### src/rtl/scie_cmd_queue.sv
// Command FIFO and response register in front of the combinational SCIE unit.
// Define SCIE_OPCODE_CHK_EN to flag heads whose opcode is not 7'h7B (err=1, data=0).
module scie_cmd_queue #(
    parameter int DEPTH = 4,
    parameter int XLEN  = 32
) (
    input  logic            clock,
    input  logic            reset,
    input  logic            io_cmd_valid,
    output logic            io_cmd_ready,
    input  logic [31:0]     io_cmd_insn,
    input  logic [XLEN-1:0] io_cmd_rs1,
    input  logic [XLEN-1:0] io_cmd_rs2,
    output logic [31:0]     io_scie_insn,
    output logic [XLEN-1:0] io_scie_rs1,
    output logic [XLEN-1:0] io_scie_rs2,
    input  logic [XLEN-1:0] io_scie_rd,
    output logic            io_resp_valid,
    input  logic            io_resp_ready,
    output logic [4:0]      io_resp_rd_addr,
    output logic [XLEN-1:0] io_resp_data,
    output logic            io_resp_err,
    output logic            io_busy
);
    localparam int AW = $clog2(DEPTH);
    localparam logic [AW:0] PTR_ONE = (AW+1)'(1);

    typedef struct packed {
        logic [31:0]     insn;
        logic [XLEN-1:0] rs1;
        logic [XLEN-1:0] rs2;
    } cmd_t;

    cmd_t            mem_q [DEPTH];
    logic [AW:0]     wr_ptr_q, wr_ptr_d;
    logic [AW:0]     rd_ptr_q, rd_ptr_d;
    logic            resp_valid_q, resp_valid_d;
    logic [4:0]      resp_rd_addr_q, resp_rd_addr_d;
    logic [XLEN-1:0] resp_data_q, resp_data_d;
    logic            resp_err_q, resp_err_d;

    logic empty, full, push, pop, head_illegal;
    cmd_t head;

    // Extra MSB on the pointers separates full (MSBs differ) from empty (equal).
    assign empty = (wr_ptr_q == rd_ptr_q);
    assign full  = (wr_ptr_q[AW] != rd_ptr_q[AW]) &&
                   (wr_ptr_q[AW-1:0] == rd_ptr_q[AW-1:0]);
    assign head  = mem_q[rd_ptr_q[AW-1:0]];

`ifdef SCIE_OPCODE_CHK_EN
    assign head_illegal = !empty && (head.insn[6:0] != 7'h7B);
`else
    assign head_illegal = 1'b0;
`endif

    always_comb begin
        push           = io_cmd_valid && !full;
        pop            = !empty && (!resp_valid_q || io_resp_ready);
        wr_ptr_d       = push ? wr_ptr_q + PTR_ONE : wr_ptr_q;
        rd_ptr_d       = pop  ? rd_ptr_q + PTR_ONE : rd_ptr_q;
        resp_valid_d   = resp_valid_q;
        resp_rd_addr_d = resp_rd_addr_q;
        resp_data_d    = resp_data_q;
        resp_err_d     = resp_err_q;
        if (pop) begin
            resp_valid_d   = 1'b1;
            resp_rd_addr_d = head.insn[11:7];
            resp_data_d    = head_illegal ? '0 : io_scie_rd;
            resp_err_d     = head_illegal;
        end else if (io_resp_ready) begin
            resp_valid_d   = 1'b0;
        end
    end

    always_ff @(posedge clock or negedge reset) begin
        if (!reset) begin
            wr_ptr_q       <= '0;
            rd_ptr_q       <= '0;
            resp_valid_q   <= 1'b0;
            resp_rd_addr_q <= '0;
            resp_data_q    <= '0;
            resp_err_q     <= 1'b0;
        end else begin
            wr_ptr_q       <= wr_ptr_d;
            rd_ptr_q       <= rd_ptr_d;
            resp_valid_q   <= resp_valid_d;
            resp_rd_addr_q <= resp_rd_addr_d;
            resp_data_q    <= resp_data_d;
            resp_err_q     <= resp_err_d;
        end
    end

    // Storage needs no reset: pointers alone define which entries are live.
    always_ff @(posedge clock) begin
        if (push) begin
            mem_q[wr_ptr_q[AW-1:0]] <= '{insn: io_cmd_insn, rs1: io_cmd_rs1, rs2: io_cmd_rs2};
        end
    end

    assign io_cmd_ready    = !full;
    assign io_scie_insn    = empty ? '0 : head.insn;
    assign io_scie_rs1     = empty ? '0 : head.rs1;
    assign io_scie_rs2     = empty ? '0 : head.rs2;
    assign io_resp_valid   = resp_valid_q;
    assign io_resp_rd_addr = resp_rd_addr_q;
    assign io_resp_data    = resp_data_q;
    assign io_resp_err     = resp_err_q;
    assign io_busy         = !empty || resp_valid_q;

endmodule

### config.mk
export PLATFORM = sky130hd
export DESIGN_NAME = scie_cmd_queue
export DESIGN_NICKNAME = d
export VERILOG_FILES = /design/src/rtl/scie_cmd_queue.sv
export SDC_FILE = /design/constraint.sdc
export NUM_CORES = 1
export LEC_CHECK = 0
export BUFFER_PORTS_ARGS = -buffer_cell sky130_fd_sc_hd__buf_2
export CORE_ASPECT_RATIO = 2
export CORE_UTILIZATION = 51
export DETAILED_ROUTE_END_ITERATION = 16
export PLACE_DENSITY = 0.79
export SKIP_CTS_REPAIR_TIMING = 1
export SYNTH_ARGS = -nofsm -noshare
export SYNTH_HDL_FRONTEND = slang
export SYNTH_SLANG_ARGS = --single-unit
### constraint.sdc
create_clock -name clock -period 6.8 [get_ports clock]
set_input_delay 2.04 -clock clock [delete_from_list [all_inputs] [get_ports clock]]
set_output_delay 2.04 -clock clock [all_outputs]
set_load 0.01 [all_outputs]
==> impl_metrics.tcl, run 1 <==
set metrics [dict create \
    h-tree-depth 2 \
    io_pins 269 \
    cts_root_buf "clkbuf_16" \
    core_mm2 0.0315 \
    clkLatencyLatePin_ps 550 \
    cts.sink_count 428 \
    die-height_um 255 \
    final_hold_viol_count 0 \
    first_global_vias 8454 \
    synthMuxAreaShare 0.162 \
    finClkSkew_ps 28.6 \
    startpoint "rd_ptr_q[0]$_DFFE_PN0P_" \
    synth-simple-area-share 0.0405 \
    fin_nets 1150 \
    post-route-min-period_ps 5310 \
    cp-endpoint "io_scie_rs1[28]" \
    num_rows 92 \
    die_area_mm2 0.0328 \
    seqCellArea_mm2 0.0126 \
    dr.pass1.iters 6 \
    avgSynthCellArea_um2 22.5 \
    r2r_cells 6 \
    async_flop_share 0.103 \
    cts.reportedPaths.clkPinSlew_ps 60 \
    final.fill_count 2269 \
    pwr_density_cell_mw_per_mm2 491 \
    cts_tree "done" \
    setup_violations 0 \
    peakVddDrop_v 0.000379 \
    avgViaCountPerCell 5.34 \
    ys_seq_area_frac 0.774 \
    die_w_um 129 \
    synth-compound-area-share 0.00192 \
    achievable-frequency_ghz 0.188 \
    worst-setup-path-type "flip-flop to output port" \
    drcViolationCount 0 \
    cts_buffers 38 \
    outcome "completed" \
    vias 7868 \
    r2r_setup_slack_ps 2570 \
    synth_fa_ha_area_frac 0.00383 \
    multi_input_area_mm2 0.00351 \
    r2r_end "mem_q[2][36]$_DFFE_PP_" \
    routedWlPerCell_um 21.3 \
    synthDistinctLibCells 25 \
    grt_start_max_net_pins 57 \
    fin_crit_sh 0.781 \
    antenna_found_initial 7 \
    synth.net_count 864 \
    synth_top_family_by_area "multiplexers" \
    antenna_left 0 \
    setup_tns_ps 0 \
    drive_gt1_frac 0.465 \
    layout_common_cells "edfxtp_1 (384), buf_2 (267), mux4_2 (96), nor2b_1 (96), dfrtp_1 (42)" \
    maxSlewViolCount 0 \
    cap_violations 0 \
    place_congestion 0.715 \
    crit_path_start_kind "flip-flop" \
    synth_edf_count 384 \
    rsz0062_at_grt "no" \
    start_util 0.518 \
    power.leakage_uw 0.00699 \
    ys_warn_count 0 \
    synth_seq_cells 428 \
    yosys.area_share.xor_xnor 0.00529 \
    mostFrequentLayoutCell "edfxtp_1" \
    cp_max_fo 35 \
    grt_overflow 0 \
    synthToLayoutAreaGrowth_pct 19.3 \
    crit_required_ps 4760 \
    cp.arrival_ps 3270 \
    clk_path_buf_depth 3 \
    grt_pass1_wl_um 46600 \
    grt_use_total 0.196 \
    synth_cells 727 \
    synth.cell_area_mm2 0.0163 \
    whs_ps 491 \
    r2r_start "rd_ptr_q[1]$_DFFE_PN0P_" \
    hold_path_class "flip-flop to flip-flop" \
    drt-total-wl_um 31400 \
    place_hpwl_um 19600 \
    end_kind "output port" \
    relSlewSlack 0.191 \
    ys.flop_type "edfxtp_1" \
    tightest_slew_ps 1210 \
    first_iter_violations 409 \
    portBuffers 267 \
]
[power by group]
part	switching (µW)	total [µW]	internal (µW)
logic	1890	3510	1620
clock network	915	2190	1270
registers	271	3870	3600
[sequential cells by signal, indices dropped and copies added (netlist names)]
| register | count |
|---|---|
| io_resp_valid | 1 |
| rd_ptr_q | 3 |
| io_resp_data | 32 |
| mem_q | 384 |
| wr_ptr_q | 3 |
| io_resp_rd_addr | 5 |
[worst min path at each step]
stage | start | endpoint | slack, ps | depth (start not counted)
2_1_floorplan | wr_ptr_q[2]$_DFFE_PN0P_ | wr_ptr_q[2]$_DFFE_PN0P_ | 460 | 1
3_3_place_gp | wr_ptr_q[2]$_DFFE_PN0P_ | wr_ptr_q[2]$_DFFE_PN0P_ | 480 | 1
3_5_place_dp | rd_ptr_q[2]$_DFFE_PN0P_ | rd_ptr_q[2]$_DFFE_PN0P_ | 490 | 1
4_1_cts | rd_ptr_q[2]$_DFFE_PN0P_ | rd_ptr_q[2]$_DFFE_PN0P_ | 490 | 1
5_1_grt | rd_ptr_q[2]$_DFFE_PN0P_ | rd_ptr_q[2]$_DFFE_PN0P_ | 510 | 1
6_report | rd_ptr_q[2]$_DFFE_PN0P_ | rd_ptr_q[2]$_DFFE_PN0P_ | 490 | 1
[routing by layer]
layer	global-route usage	part of all wire	vias to the layer above
li1	-	-	3502
met1	0.210	0.35	4036
met2	0.360	0.56	268
met3	0.0339	0.052	62
met4	0.111	0.039	0
met5	0	0	-
[cell usage after synthesis (4+ instances only)]
library cell  count  area share
edfxtp_1        384        0.71
xnor2_1           4      0.0021
nor2b_1          96       0.037
mux2_2           29       0.020
dfrtp_1          44       0.067
ha_1              5      0.0038
buf_2            13      0.0040
xor2_1            4      0.0021
mux2_4           10      0.0092
buf_4             4      0.0018
mux4_2           96        0.13
clkbuf_1         17      0.0039
[cells by family after synthesis]
kind of cell    count (synthesis)
flops                         428
mux                           135
simple gates                  105
buf+inv                        40
xor+xnor                        9
fa+ha+maj                       5
compound gates                  4
other cells                     1
[metrics by stage]
step           area, µm²  total power [µW]  cells  utilization  setup WS [ps]
2_1_floorplan      16300              6170    727            -           1280
3_3_place_gp       18200              7420   1396        0.576           1900
3_5_place_dp       18200              7510   1396        0.576           1870
4_1_cts            19500              9710   1466        0.617           1300
5_1_grt            19500             10100   1473        0.617           1180
6_report           19500              9570   1473        0.617           1490
[cell type report]
cell class | count | share of cell area
Antenna cell | 7 | 0.000900
Clock buffer | 47 | 0.0527
Clock inverter | 23 | 0.0139
Inverter | 3 | 0.000578
Multi-Input combinational cell | 259 | 0.180
Sequential cell | 428 | 0.649
Tap cell | 423 | 0.0272
Timing Repair Buffer | 283 | 0.0754
[critical path, cell delays in order (launching register included)]
cell and delay (ps):
dfrtp_4 890, xor2_1 250, nor3_4 960, buf_4 390, nor2b_1 90, buf_2 150
No activity file was read; power rests on OpenSTA's default activity.
==> run 2, diff against run 1 <==
--- a/config.mk
+++ b/config.mk
@@ -7,9 +7,9 @@
 export LEC_CHECK = 0
 export BUFFER_PORTS_ARGS = -buffer_cell sky130_fd_sc_hd__buf_2
 export CORE_ASPECT_RATIO = 2
-export CORE_UTILIZATION = 51
+export CORE_UTILIZATION = 56
 export DETAILED_ROUTE_END_ITERATION = 16
-export PLACE_DENSITY = 0.79
+export PLACE_DENSITY = 0.82
 export SKIP_CTS_REPAIR_TIMING = 1
 export SYNTH_ARGS = -nofsm -noshare
 export SYNTH_HDL_FRONTEND = slang
==> constraint.sdc (replaced) <==
create_clock -name clock -period 5.3 [get_ports clock]
set_input_delay 1.59 -clock clock [delete_from_list [all_inputs] [get_ports clock]]
set_output_delay 1.59 -clock clock [all_outputs]
set_load 0.01 [all_outputs]
==> impl_metrics.tcl, run 2 (same netlist as run 1, synthesis figures left out) <==
set metrics [dict create \
    outcome "completed" \
    mostFrequentLayoutCell "edfxtp_1" \
    hold_path_class "flip-flop to flip-flop" \
    grt_use_total 0.218 \
    end_kind "output port" \
    first_iter_violations 544 \
    pwr_density_cell_mw_per_mm2 627 \
    p_switching_uw 3930 \
    place_congestion 0.763 \
    worst-setup-path-type "flip-flop to output port" \
    dp.cells 1331 \
    met1_usage 0.247 \
    grt_start_max_net_pins 99 \
    routedWlPerCell_um 22.3 \
    achievable-frequency_ghz 0.225 \
    dp_slack_ps 1320 \
    fin_crit_sh 0.838 \
    p_int_uw 8210 \
    h-tree-depth 2 \
    die_area_mm2 0.0299 \
    top_usage_layer "met2" \
    largest_reg_flops 384 \
    seqCellArea_mm2 0.0126 \
    grtUsageMet3 0.0400 \
    pwr-share-comb 0.370 \
    drt-total-wl_um 31400 \
    die_w_um 123 \
    peakVddDrop_v 0.000459 \
    fin_nets 1148 \
    crit_path_start_kind "flip-flop" \
    cts_buffers 38 \
    rsz0062_at_grt "no" \
    portBuffers 267 \
    antenna_left 0 \
    crit_slowest_cell "dfrtp_4" \
    core_mm2 0.0287 \
    cts.reportedPaths.clkPinSlew_ps 70 \
    grt_use_met2 0.385 \
    dr.pass1.iters 5 \
    crit_required_ps 3710 \
    cts_tree "done" \
    num_rows 88 \
    p_seq_frac 0.408 \
    tightest_slew_ps 1100 \
    swShare 0.324 \
    path_buf_inv 2 \
    vias 7892 \
    place_hpwl_um 19200 \
    first_global_vias 8446 \
    cts.sink_count 428 \
    synthToLayoutAreaGrowth_pct 18.5 \
    post-route-min-period_ps 4440 \
    setup_tns_ps 0 \
    relSlewSlack 0.268 \
    clk_path_buf_depth 3 \
    grt_pass1_wl_um 47300 \
    clkLatencyLatePin_ps 530 \
    clock_power_share 0.222 \
    cp.arrival_ps 2850 \
    instances_no_fill 1408 \
    die-height_um 243 \
    io_pins 269 \
    setup_violations 0 \
    start_util 0.568 \
    layout_common_cells "edfxtp_1 (384), buf_2 (267), mux4_2 (96), nor2b_1 (96), dfrtp_1 (42)" \
    cap_violations 0 \
    final_hold_viol_count 0 \
    power.leakage_uw 0.00696 \
    maxSlewViolCount 0 \
    drcViolationCount 0 \
    crit_path_cell_trace "buf_4 > mux4_2 > nor2b_1 > buf_2" \
    multi_input_area_mm2 0.00351 \
    max_stage_delay_ps 940 \
    final.fill_count 1826 \
    cts_root_buf "clkbuf_16" \
    crit_family "flip-flops" \
    cp_max_fo 39 \
    drive_gt1_frac 0.467 \
    setup_ws_ps 858 \
    antenna_found_initial 13 \
    grt_overflow 0 \
    finClkSkew_ps 18.7 \
    avgViaCountPerCell 5.61 \
]
## run 2: power groups by stage
stage	Sequential, µW	Combinational (µW)	Clock, µW
final	4940	4490	2700
after global placement	4970	4530	0
after floorplan	4980	2930	0
after CTS	4960	4590	2760
after detailed placement	5030	4570	0
after global routing	5040	4850	2880
## run 2: cell type report
| cell class | count | share of cell area |
|---|---|---|
| diodes | 10 | 0.00129 |
| clock buffers | 44 | 0.0514 |
| clock inverters | 23 | 0.0114 |
| inverters | 3 | 0.000582 |
| multi-input cells | 259 | 0.181 |
| flip-flops and latches | 428 | 0.653 |
| well taps | 360 | 0.0233 |
| repair buffers | 281 | 0.0777 |
## run 2: path summary, 6_finish.rpt
check / from / cells after the start / slack [ps] / to
setup reg to reg: rd_ptr_q[0]$_DFFE_PN0P_ / 5 / 1760 / mem_q[2][35]$_DFFE_PP_
max in group asynchronous: reset / 1 / 3310 / rd_ptr_q[0]$_DFFE_PN0P_
hold reg to reg: io_resp_data[7]$_DFFE_PN0P_ / 1 / 500 / io_resp_data[7]$_DFFE_PN0P_
min in group asynchronous: reset / 1 / 1240 / io_resp_data[5]$_DFFE_PN0P_
setup / recovery: rd_ptr_q[0]$_DFFE_PN0P_ / 4 / 860 / io_scie_insn[31]
hold / removal: io_resp_data[7]$_DFFE_PN0P_ / 1 / 500 / io_resp_data[7]$_DFFE_PN0P_
## run 2: per-layer routing
metal,vias up,wire length [µm],share of wire
met1,4027,11100,0.35
li1,3494,-,-
met2,297,17300,0.55
met4,6,1190,0.038
met5,-,34,0.0011
met3,68,1810,0.058
## run 2: per-stage QoR
step | utilization | total power [µW] | hold slack, ps | area (µm²)
CTS | 0.673 | 12300 | 505 | 19300
finish | 0.673 | 12100 | 499 | 19400
floorplan | - | 7920 | 460 | 16300
global route | 0.673 | 12800 | 516 | 19300
global placement | 0.630 | 9500 | 474 | 18100
detailed placement | 0.630 | 9590 | 490 | 18100
==> run 3, diff against run 2 <==
==> constraint.sdc (replaced) <==
create_clock -name clock -period 4.3 [get_ports clock]
set_input_delay 1.29 -clock clock [delete_from_list [all_inputs] [get_ports clock]]
set_output_delay 1.29 -clock clock [all_outputs]
set_load 0.01 [all_outputs]
==> impl_metrics.tcl, run 3 (same netlist as run 1, synthesis figures left out) <==
set metrics [dict create \
    outcome "completed" \
    setup_violations 0 \
    power.leakage_uw 0.00696 \
    mostFrequentLayoutCell "edfxtp_1" \
    maxSlewViolCount 0 \
    crit_path_cell_trace "xor2_1 > nor3_4 > buf_12 > nor2b_1 > buf_2" \
    path_buf_inv 2 \
    seqCellArea_mm2 0.0126 \
    fin_crit_sh 0.899 \
    routedWlPerCell_um 22.6 \
    r2r_cells 5 \
    h-tree-depth 2 \
    pwr_density_cell_mw_per_mm2 775 \
    grt_start_max_net_pins 100 \
    place_hpwl_um 20000 \
    finalInstanceArea_mm2 0.0193 \
    start_util 0.568 \
    clkLatencyLatePin_ps 540 \
    portBuffers 267 \
    largest_reg_flops 384 \
    r2r_start "rd_ptr_q[1]$_DFFE_PN0P_" \
    p_seq_frac 0.401 \
    drt-total-wl_um 31900 \
    crit_slowest_cell "dfrtp_4" \
    drive_gt1_frac 0.465 \
    cts_buffers 37 \
    cts_tree "done" \
    rsz0062_at_grt "no" \
    post-route-min-period_ps 3870 \
    p_int_uw 10100 \
    die-height_um 243 \
    tightest_slew_ps 1090 \
    layout_common_cells "edfxtp_1 (384), buf_2 (267), mux4_2 (96), nor2b_1 (96), dfrtp_1 (42)" \
    startpoint "rd_ptr_q[0]$_DFFE_PN0P_" \
    peakVddDrop_v 0.000591 \
    pwr-share-comb 0.383 \
    fin_nets 1151 \
    synthToLayoutAreaGrowth_pct 18.5 \
    cap_violations 0 \
    final_hold_viol_count 0 \
    grt_overflow 0 \
    die_area_mm2 0.0299 \
    antenna_left 0 \
    whs_ps 496 \
    drcViolationCount 0 \
    max_stage_delay_ps 630 \
    cts.sink_count 428 \
    power_uw 15000 \
    first_global_vias 8358 \
    setup_tns_ps 0 \
    crit_required_ps 3010 \
    place_congestion 0.742 \
    r2r_end "mem_q[2][8]$_DFFE_PP_" \
    die_w_um 123 \
    multi_input_area_mm2 0.00351 \
    io_pins 269 \
    achievable-frequency_ghz 0.259 \
    antenna_found_initial 10 \
    p_switching_uw 4890 \
    hold_depth 1 \
    num_rows 88 \
    final.fill_count 1831 \
    grt_pass1_wl_um 47500 \
    cp-endpoint "io_scie_rs2[22]" \
    hold_path_class "flip-flop to flip-flop" \
    cp.arrival_ps 2580 \
    cts.reportedPaths.clkPinSlew_ps 60 \
    end_kind "output port" \
    place_area_mm2 0.0182 \
    relSlewSlack 0.273 \
    grt_use_total 0.220 \
    crit_family "flip-flops" \
    crit_cells 5 \
    avgViaCountPerCell 5.64 \
    crit_path_start_kind "flip-flop" \
    clk_path_buf_depth 3 \
    dr.pass1.iters 4 \
    clock_power_share 0.216 \
    cp_max_fo 52 \
    r2r_setup_slack_ps 1290 \
    swShare 0.326 \
    worst-setup-path-type "flip-flop to output port" \
    cts_root_buf "clkbuf_16" \
    first_iter_violations 407 \
    core_mm2 0.0287 \
    finClkSkew_ps 18.3 \
    vias 7956 \
]
-- run 3: cell count changes in the layout (fill, tap and decap cells not counted), sizes merged --
cell and delta:
clkinvlp +1, buf +4, diode -1, clkinv -2, inv -1, clkbuf +2
-- run 3: power by group through the flow --
stage / clock network [µW] / registers, µW / logic [µW]
after floorplan: 0 / 6090 / 3630
after global placement: 0 / 6030 / 5770
after detailed placement: 0 / 6110 / 5830
after CTS: 3300 / 6030 / 5860
after global routing: 3440 / 6110 / 6170
final: 3240 / 6010 / 5740
-- run 3: final cells by class --
cell class                      count  area share
Clock inverter                     21      0.0102
Inverter                            3    0.000582
Tap cell                          360      0.0233
Sequential cell                   428       0.653
Clock buffer                       46      0.0501
Multi-Input combinational cell    259       0.181
Antenna cell                        9     0.00116
Timing Repair Buffer              285      0.0799
-- run 3: through the flow --
step	utilization	std cells	setup WS, ps
after floorplan	-	727	803
after global placement	0.632	1335	964
after detailed placement	0.632	1335	927
after CTS	0.672	1402	373
after global routing	0.673	1411	288
final	0.673	1411	435
-- run 3: per-layer routing --
layer  vias up  GRT usage  share of wire
met5         -          0        0.00041
met4         2      0.110          0.037
met3        70     0.0379          0.056
met2       277      0.386           0.55
met1      4099      0.254           0.36
li1       3508          -              -
-- run 3: worst min-delay path by stage --
stage / startpoint / to / slack [ps]
floorplan: wr_ptr_q[2]$_DFFE_PN0P_ / wr_ptr_q[2]$_DFFE_PN0P_ / 460
global placement: io_resp_data[14]$_DFFE_PN0P_ / io_resp_data[14]$_DFFE_PN0P_ / 480
detailed placement: io_resp_data[22]$_DFFE_PN0P_ / io_resp_data[22]$_DFFE_PN0P_ / 490
CTS: rd_ptr_q[2]$_DFFE_PN0P_ / rd_ptr_q[2]$_DFFE_PN0P_ / 500
global route: rd_ptr_q[2]$_DFFE_PN0P_ / rd_ptr_q[2]$_DFFE_PN0P_ / 510
finish: rd_ptr_q[2]$_DFFE_PN0P_ / rd_ptr_q[2]$_DFFE_PN0P_ / 500
